**src/rtl/sdrc_burst_splitter_if.sv**
```systemverilog
// Request/sub-burst bundle between the application port, the burst splitter
// and the bank request path.
interface sdrc_burst_splitter_if #(
  parameter int AW = 26,
  parameter int LW = 7
);
  logic          req;
  logic [AW-1:0] req_addr;
  logic [LW-1:0] req_len;
  logic          req_ack;
  logic          busy;
  logic          sub_req;
  logic [AW-1:0] sub_addr;
  logic [LW-1:0] sub_len;
  logic          sub_last;
  logic          sub_ack;

  modport master (
    output req, req_addr, req_len, sub_ack,
    input  req_ack, busy, sub_req, sub_addr, sub_len, sub_last
  );

  modport slave (
    input  req, req_addr, req_len, sub_ack,
    output req_ack, busy, sub_req, sub_addr, sub_len, sub_last
  );
endinterface

```
**src/rtl/sdrc_burst_splitter.sv**
```systemverilog
// Splits an application length request into sub-bursts that never cross an
// SDRAM page (2^CW words) and never exceed the remaining request length.
module sdrc_burst_splitter #(
  parameter int AW = 26,
  parameter int LW = 7,
  parameter int CW = 8
) (
  input  logic                   clk,
  input  logic                   reset_n,
  sdrc_burst_splitter_if.slave   bus
);

  localparam int CMPW = (LW > CW + 1) ? LW : CW + 1;

  typedef enum logic [1:0] {
    IDLE  = 2'd0,
    CALC  = 2'd1,
    ISSUE = 2'd2
  } state_t;

  state_t        state_r;
  logic [AW-1:0] rem_addr_r;
  logic [LW-1:0] rem_len_r;
  logic          req_ack_r;
  logic          busy_r;
  logic          sub_req_r;
  logic [AW-1:0] sub_addr_r;
  logic [LW-1:0] sub_len_r;
  logic          sub_last_r;

  logic [CW:0]     page_rem_s;
  logic [CMPW-1:0] page_rem_x_s;
  logic [CMPW-1:0] rem_len_x_s;
  logic [CMPW-1:0] chunk_x_s;
  logic [LW-1:0]   chunk_len_s;
  logic            chunk_last_s;

  // Chunk size: words left in the current page, clipped to the words left in the request.
  always_comb begin
    page_rem_s   = {1'b1, {CW{1'b0}}} - {1'b0, rem_addr_r[CW-1:0]};
    page_rem_x_s = CMPW'(page_rem_s);
    rem_len_x_s  = CMPW'(rem_len_r);
    if (rem_len_x_s <= page_rem_x_s) begin
      chunk_x_s = rem_len_x_s;
    end else begin
      chunk_x_s = page_rem_x_s;
    end
    chunk_len_s  = LW'(chunk_x_s);
    chunk_last_s = (chunk_x_s == rem_len_x_s);
  end

  // Request sequencer: capture, compute each chunk, then hold it until accepted.
  always_ff @(posedge clk) begin
    if (!reset_n) begin
      state_r    <= IDLE;
      rem_addr_r <= {AW{1'b0}};
      rem_len_r  <= {LW{1'b0}};
      req_ack_r  <= 1'b0;
      busy_r     <= 1'b0;
      sub_req_r  <= 1'b0;
      sub_addr_r <= {AW{1'b0}};
      sub_len_r  <= {LW{1'b0}};
      sub_last_r <= 1'b0;
    end else begin
      req_ack_r <= 1'b0;
      case (state_r)
        IDLE: begin
          if (bus.req) begin
            req_ack_r  <= 1'b1;
            rem_addr_r <= bus.req_addr;
            rem_len_r  <= bus.req_len;
            // A zero-length request is acknowledged but never issues anything.
            if (bus.req_len != {LW{1'b0}}) begin
              state_r <= CALC;
              busy_r  <= 1'b1;
            end else begin
              state_r <= IDLE;
              busy_r  <= 1'b0;
            end
          end else begin
            state_r <= IDLE;
          end
        end
        CALC: begin
          sub_addr_r <= rem_addr_r;
          sub_len_r  <= chunk_len_s;
          sub_last_r <= chunk_last_s;
          sub_req_r  <= 1'b1;
          state_r    <= ISSUE;
        end
        ISSUE: begin
          if (bus.sub_ack) begin
            sub_req_r  <= 1'b0;
            rem_len_r  <= rem_len_r - sub_len_r;
            rem_addr_r <= rem_addr_r + AW'(sub_len_r);
            if (sub_last_r) begin
              state_r <= IDLE;
              busy_r  <= 1'b0;
            end else begin
              state_r <= CALC;
            end
          end else begin
            state_r <= ISSUE;
          end
        end
        default: begin
          state_r   <= IDLE;
          busy_r    <= 1'b0;
          sub_req_r <= 1'b0;
        end
      endcase
    end
  end

  assign bus.req_ack  = req_ack_r;
  assign bus.busy     = busy_r;
  assign bus.sub_req  = sub_req_r;
  assign bus.sub_addr = sub_addr_r;
  assign bus.sub_len  = sub_len_r;
  assign bus.sub_last = sub_last_r;

endmodule

```
**src/flat_wrapper.sv**
```systemverilog
// flat-port wrapper written by rule: the top's interface ports become plain ports
module sdrc_burst_splitter_flat 
#(
  parameter int AW = 26,
  parameter int LW = 7,
  parameter int CW = 8
)
  (clk, reset_n, bus_req, bus_req_addr, bus_req_len, bus_sub_ack, bus_req_ack, bus_busy, bus_sub_req, bus_sub_addr, bus_sub_len, bus_sub_last);
  sdrc_burst_splitter_if #(.AW(AW), .LW(LW)) bus_i ();
  input  logic clk;
  input  logic reset_n;
  input wire logic [$bits(bus_i.req)-1:0] bus_req;
  input wire logic [$bits(bus_i.req_addr)-1:0] bus_req_addr;
  input wire logic [$bits(bus_i.req_len)-1:0] bus_req_len;
  input wire logic [$bits(bus_i.sub_ack)-1:0] bus_sub_ack;
  output wire logic [$bits(bus_i.req_ack)-1:0] bus_req_ack;
  output wire logic [$bits(bus_i.busy)-1:0] bus_busy;
  output wire logic [$bits(bus_i.sub_req)-1:0] bus_sub_req;
  output wire logic [$bits(bus_i.sub_addr)-1:0] bus_sub_addr;
  output wire logic [$bits(bus_i.sub_len)-1:0] bus_sub_len;
  output wire logic [$bits(bus_i.sub_last)-1:0] bus_sub_last;
  assign bus_i.req = bus_req;
  assign bus_i.req_addr = bus_req_addr;
  assign bus_i.req_len = bus_req_len;
  assign bus_i.sub_ack = bus_sub_ack;
  assign bus_req_ack = bus_i.req_ack;
  assign bus_busy = bus_i.busy;
  assign bus_sub_req = bus_i.sub_req;
  assign bus_sub_addr = bus_i.sub_addr;
  assign bus_sub_len = bus_i.sub_len;
  assign bus_sub_last = bus_i.sub_last;
  sdrc_burst_splitter #(.AW(AW), .LW(LW), .CW(CW)) u_core (.clk(clk), .reset_n(reset_n), .bus(bus_i));
endmodule
```
**config.mk**
```make
export PLATFORM = sky130hd
export DESIGN_NAME = sdrc_burst_splitter_flat
export DESIGN_NICKNAME = d
export VERILOG_FILES = /design/src/rtl/sdrc_burst_splitter_if.sv /design/src/rtl/sdrc_burst_splitter.sv /design/src/flat_wrapper.sv
export SDC_FILE = /design/constraint.sdc
export NUM_CORES = 1
export LEC_CHECK = 0
export ABC_AREA = 0
export CAP_MARGIN = 0
export CELL_PAD_IN_SITES_DETAIL_PLACEMENT = 0
export CELL_PAD_IN_SITES_GLOBAL_PLACEMENT = 1
export CORE_ASPECT_RATIO = 0.6
export CORE_MARGIN = 2
export CORE_UTILIZATION = 35
export DETAILED_ROUTE_END_ITERATION = 16
export PLACE_DENSITY_LB_ADDON = 0.2
export REMOVE_ABC_BUFFERS = 1
export SYNTH_ARGS = -nofsm -noshare
export SYNTH_HDL_FRONTEND = slang
export SYNTH_SLANG_ARGS = --single-unit
export TNS_END_PERCENT = 1
```
**constraint.sdc**
```tcl
create_clock -name clk -period 3.1 [get_ports clk]
set_input_delay 0.775 -clock clk [delete_from_list [all_inputs] [get_ports clk]]
set_output_delay 0.775 -clock clk [all_outputs]
set_load 0.05 [all_outputs]
```
==> metrics <==
drt drc=0; most common cell after layout, fill and taps aside=nand2_1; number of inserted diodes=0; first-pass GRT wire length=21300 um; Hold Path Sink=u_core.bus.sub_addr[4]; clock-pin transition on the worst setup and hold timing paths=50 ps; commonest cells after routing, fill and taps aside=nand2_1, clkdlybuf4s50_1, dfxtp_1; Core Region=12000 sq um; Synth Flop Type=dfxtp_1; initial antenna violation count=0; CTS max path bufs=2; GP Congestion=0.890; VDD IR max=0.319 mV; Finished Core Util=0.467; Syn Area/Cell=7.67 sq um; unrepaired setup endpoints after global routing=false; hold_sp=u_core.bus.sub_addr[4]; share of layout cells above drive strength 1=0.0869; synthesized flop and latch total=72; Relative slew margins=0.607; largest net degree at the start of global routing=36; cell area after synthesis=4270 sq um; leak pwr=2.05 nW; total track usage=0.209; gr ovfl total=0; Clock Latency Late Sink=350 ps; hpwl dp=9880 um; CP endpoint kind=flop; worst reg2reg path depth=10; number of synthesis warnings=0; power density over the cells=585 nW/um^2; design area=5600 sq um; max-cap viol count=0; clock tree root buffer cell=clkbuf_16; placed instance area=5250 sq um; H-tree Lvls=3; Critical Path RT=3330 ps; final period utilization=0.930; Setup TNS=0 ps; worst min path class=reg2reg; Final Hold Fails=0; WL final=13300 um; fmax=347 MHz; Crit Path Class=reg2reg; Die X=147 um; final setup vio count=0; hold path cells=2; Synth Instances=557; R2R setup slack=220 ps; total number of vias=4309; Layout Cells excl Fill=798; Synth top area share=0.338; r2r startpoint=u_core.rem_addr_r[0]; post-route ant nets=0; nets=688; WL/cell=16.7 um; CTS tree=done; row cnt=31; drt pass-1 iters=5; Max Fanout on Critical Path=6; die height=89.6 um; Yosys top cell by area=dfxtp_1; IO buf count=73; Synth async-reset ratio=0; Startpoint Class=flop; Die Area=13100 sq um; area grow syn2layout=31.0%; status=finished, final reports clean; fin crit period=2880 ps; Arr. time, crit path=3110 ps; vias per cell=5.40; DR iter-0 viols=286; EDFF count, synth=0; final clock skew=7.75 ps; initial core utilization=0.356; worst slew pin tran=589 ps; I/O pins=74; vias in the first global route=3974; Synth area leaders=dfxtp_1, a21oi_1, nand2_1; max-slew violations=0; reg2reg end=u_core.rem_addr_r[20]; Placed Instances=780; synth unique cells=57; post-synthesis sequential area ratio=0.338; total CTS buffers=9; CTS sink count=72
==> layer usage <==
metal | global-route usage | up-vias | wire (um) | share of wire
met5 | 0 | - | 0 | 0
met4 | 0.0556 | 0 | 154 | 0.012
met3 | 0.0587 | 14 | 891 | 0.067
met2 | 0.282 | 128 | 5000 | 0.37
met1 | 0.320 | 2018 | 7280 | 0.55
li1 | - | 2149 | - | -
==> kinds of logic after synthesis <==
group                      share of synthesized area
AOI/OAI and AO/OA                              0.270
xor gates and xnor gates                      0.0267
adders and majority gates                     0.0709
buffers and inverters                         0.0551
DFF                                            0.338
muxes                                         0.0264
and+or+nand+nor                                0.214
==> critical path, stage by stage, from the launching register on <==
cell       delay, ps
dfxtp_1          380
buf_4            170
ha_1             210
inv_1             70
fa_1             400
nand2b_1         220
a2111oi_0        440
a21oi_1          230
nor2_1           260
a31oi_1          120
o221a_2          270
==> worst max path at each step <==
stage / from / to / slack (ps) / cells past startpoint
2_1_floorplan: u_core.rem_addr_r[1] / u_core.bus.sub_len[0] / 100 / 11
3_3_place_gp: u_core.rem_addr_r[1] / u_core.bus.sub_len[1] / 180 / 12
3_5_place_dp: u_core.rem_addr_r[1] / u_core.bus.sub_len[1] / 50 / 12
4_1_cts: u_core.rem_addr_r[1] / u_core.bus.sub_len[1] / 20 / 12
5_1_grt: u_core.rem_addr_r[1] / u_core.bus.sub_len[0] / 40 / 13
6_report: u_core.rem_addr_r[0] / u_core.rem_addr_r[20] / 220 / 10
==> where the power goes <==
group | leakage [nW] | internal (W) | switching, W
clock | 0.150 | 0.000665 | 0.000412
sequential | 0.589 | 0.00101 | 0.000125
combinational | 1.31 | 0.000457 | 0.000605
==> cells in the mapped netlist (2+ instances only) <==
cell	number
buf_2	2
inv_1	24
a31oi_1	9
buf_1	4
o41ai_1	2
o21ai_0	36
fa_1	2
nand2b_1	6
or4_1	2
ha_1	21
a21o_1	8
clkbuf_1	31
a211oi_1	19
a311oi_1	5
nand3_1	13
a21oi_1	65
and4_1	4
mux2i_1	9
and3_1	4
o211ai_1	4
nor2b_1	8
a221oi_1	3
o22ai_1	6
nand2_1	85
a22oi_1	4
xnor2_1	8
nor3_1	13
nand4_1	7
xor2_1	5
nor2_1	37
o31ai_1	2
or3_1	2
dfxtp_1	72
mux2_2	2
a2bb2oi_1	2
o21a_1	9
o211a_1	2
==> flip-flops by register name, indices dropped and copies added, names as in the netlist <==
signal               count
u_core.bus.sub_addr     26
u_core.rem_addr_r       26
u_core.bus.req_ack       1
u_core.bus.sub_last      1
u_core.rem_len_r         7
u_core.bus.sub_req       1
u_core.bus.busy          1
u_core.state_r           2
u_core.bus.sub_len       7
==> per-stage QoR <==
stage | worst slack [ps] | hold WS (ps) | power [W]
detailed placement | 47.0 | 447 | 0.00217
global placement | 176 | 444 | 0.00216
floorplan | 101 | 445 | 0.00181
global route | 41.4 | 472 | 0.00345
CTS | 25.0 | 455 | 0.00325
finish | 217 | 450 | 0.00327
==> timing repair <==
| action | CTS | global route |
|---|---|---|
| buffers inserted | 0 | 2 |
| hold buffers | 0 | 0 |
| gates resized for setup | 0 | 5 |
| endpoints found under the setup margin | 0 | 7 |
==> final cells by class <==
class	instances	area [sq um]
Multi-Input combinational cell	423	2630
Sequential cell	72	1440
Timing Repair Buffer	97	923
Inverter	25	93.8
Clock buffer	13	260
Fill cell	1170	6390
Clock inverter	3	40.0
Tap cell	165	206
No activity file was read; power rests on OpenSTA's default activity.
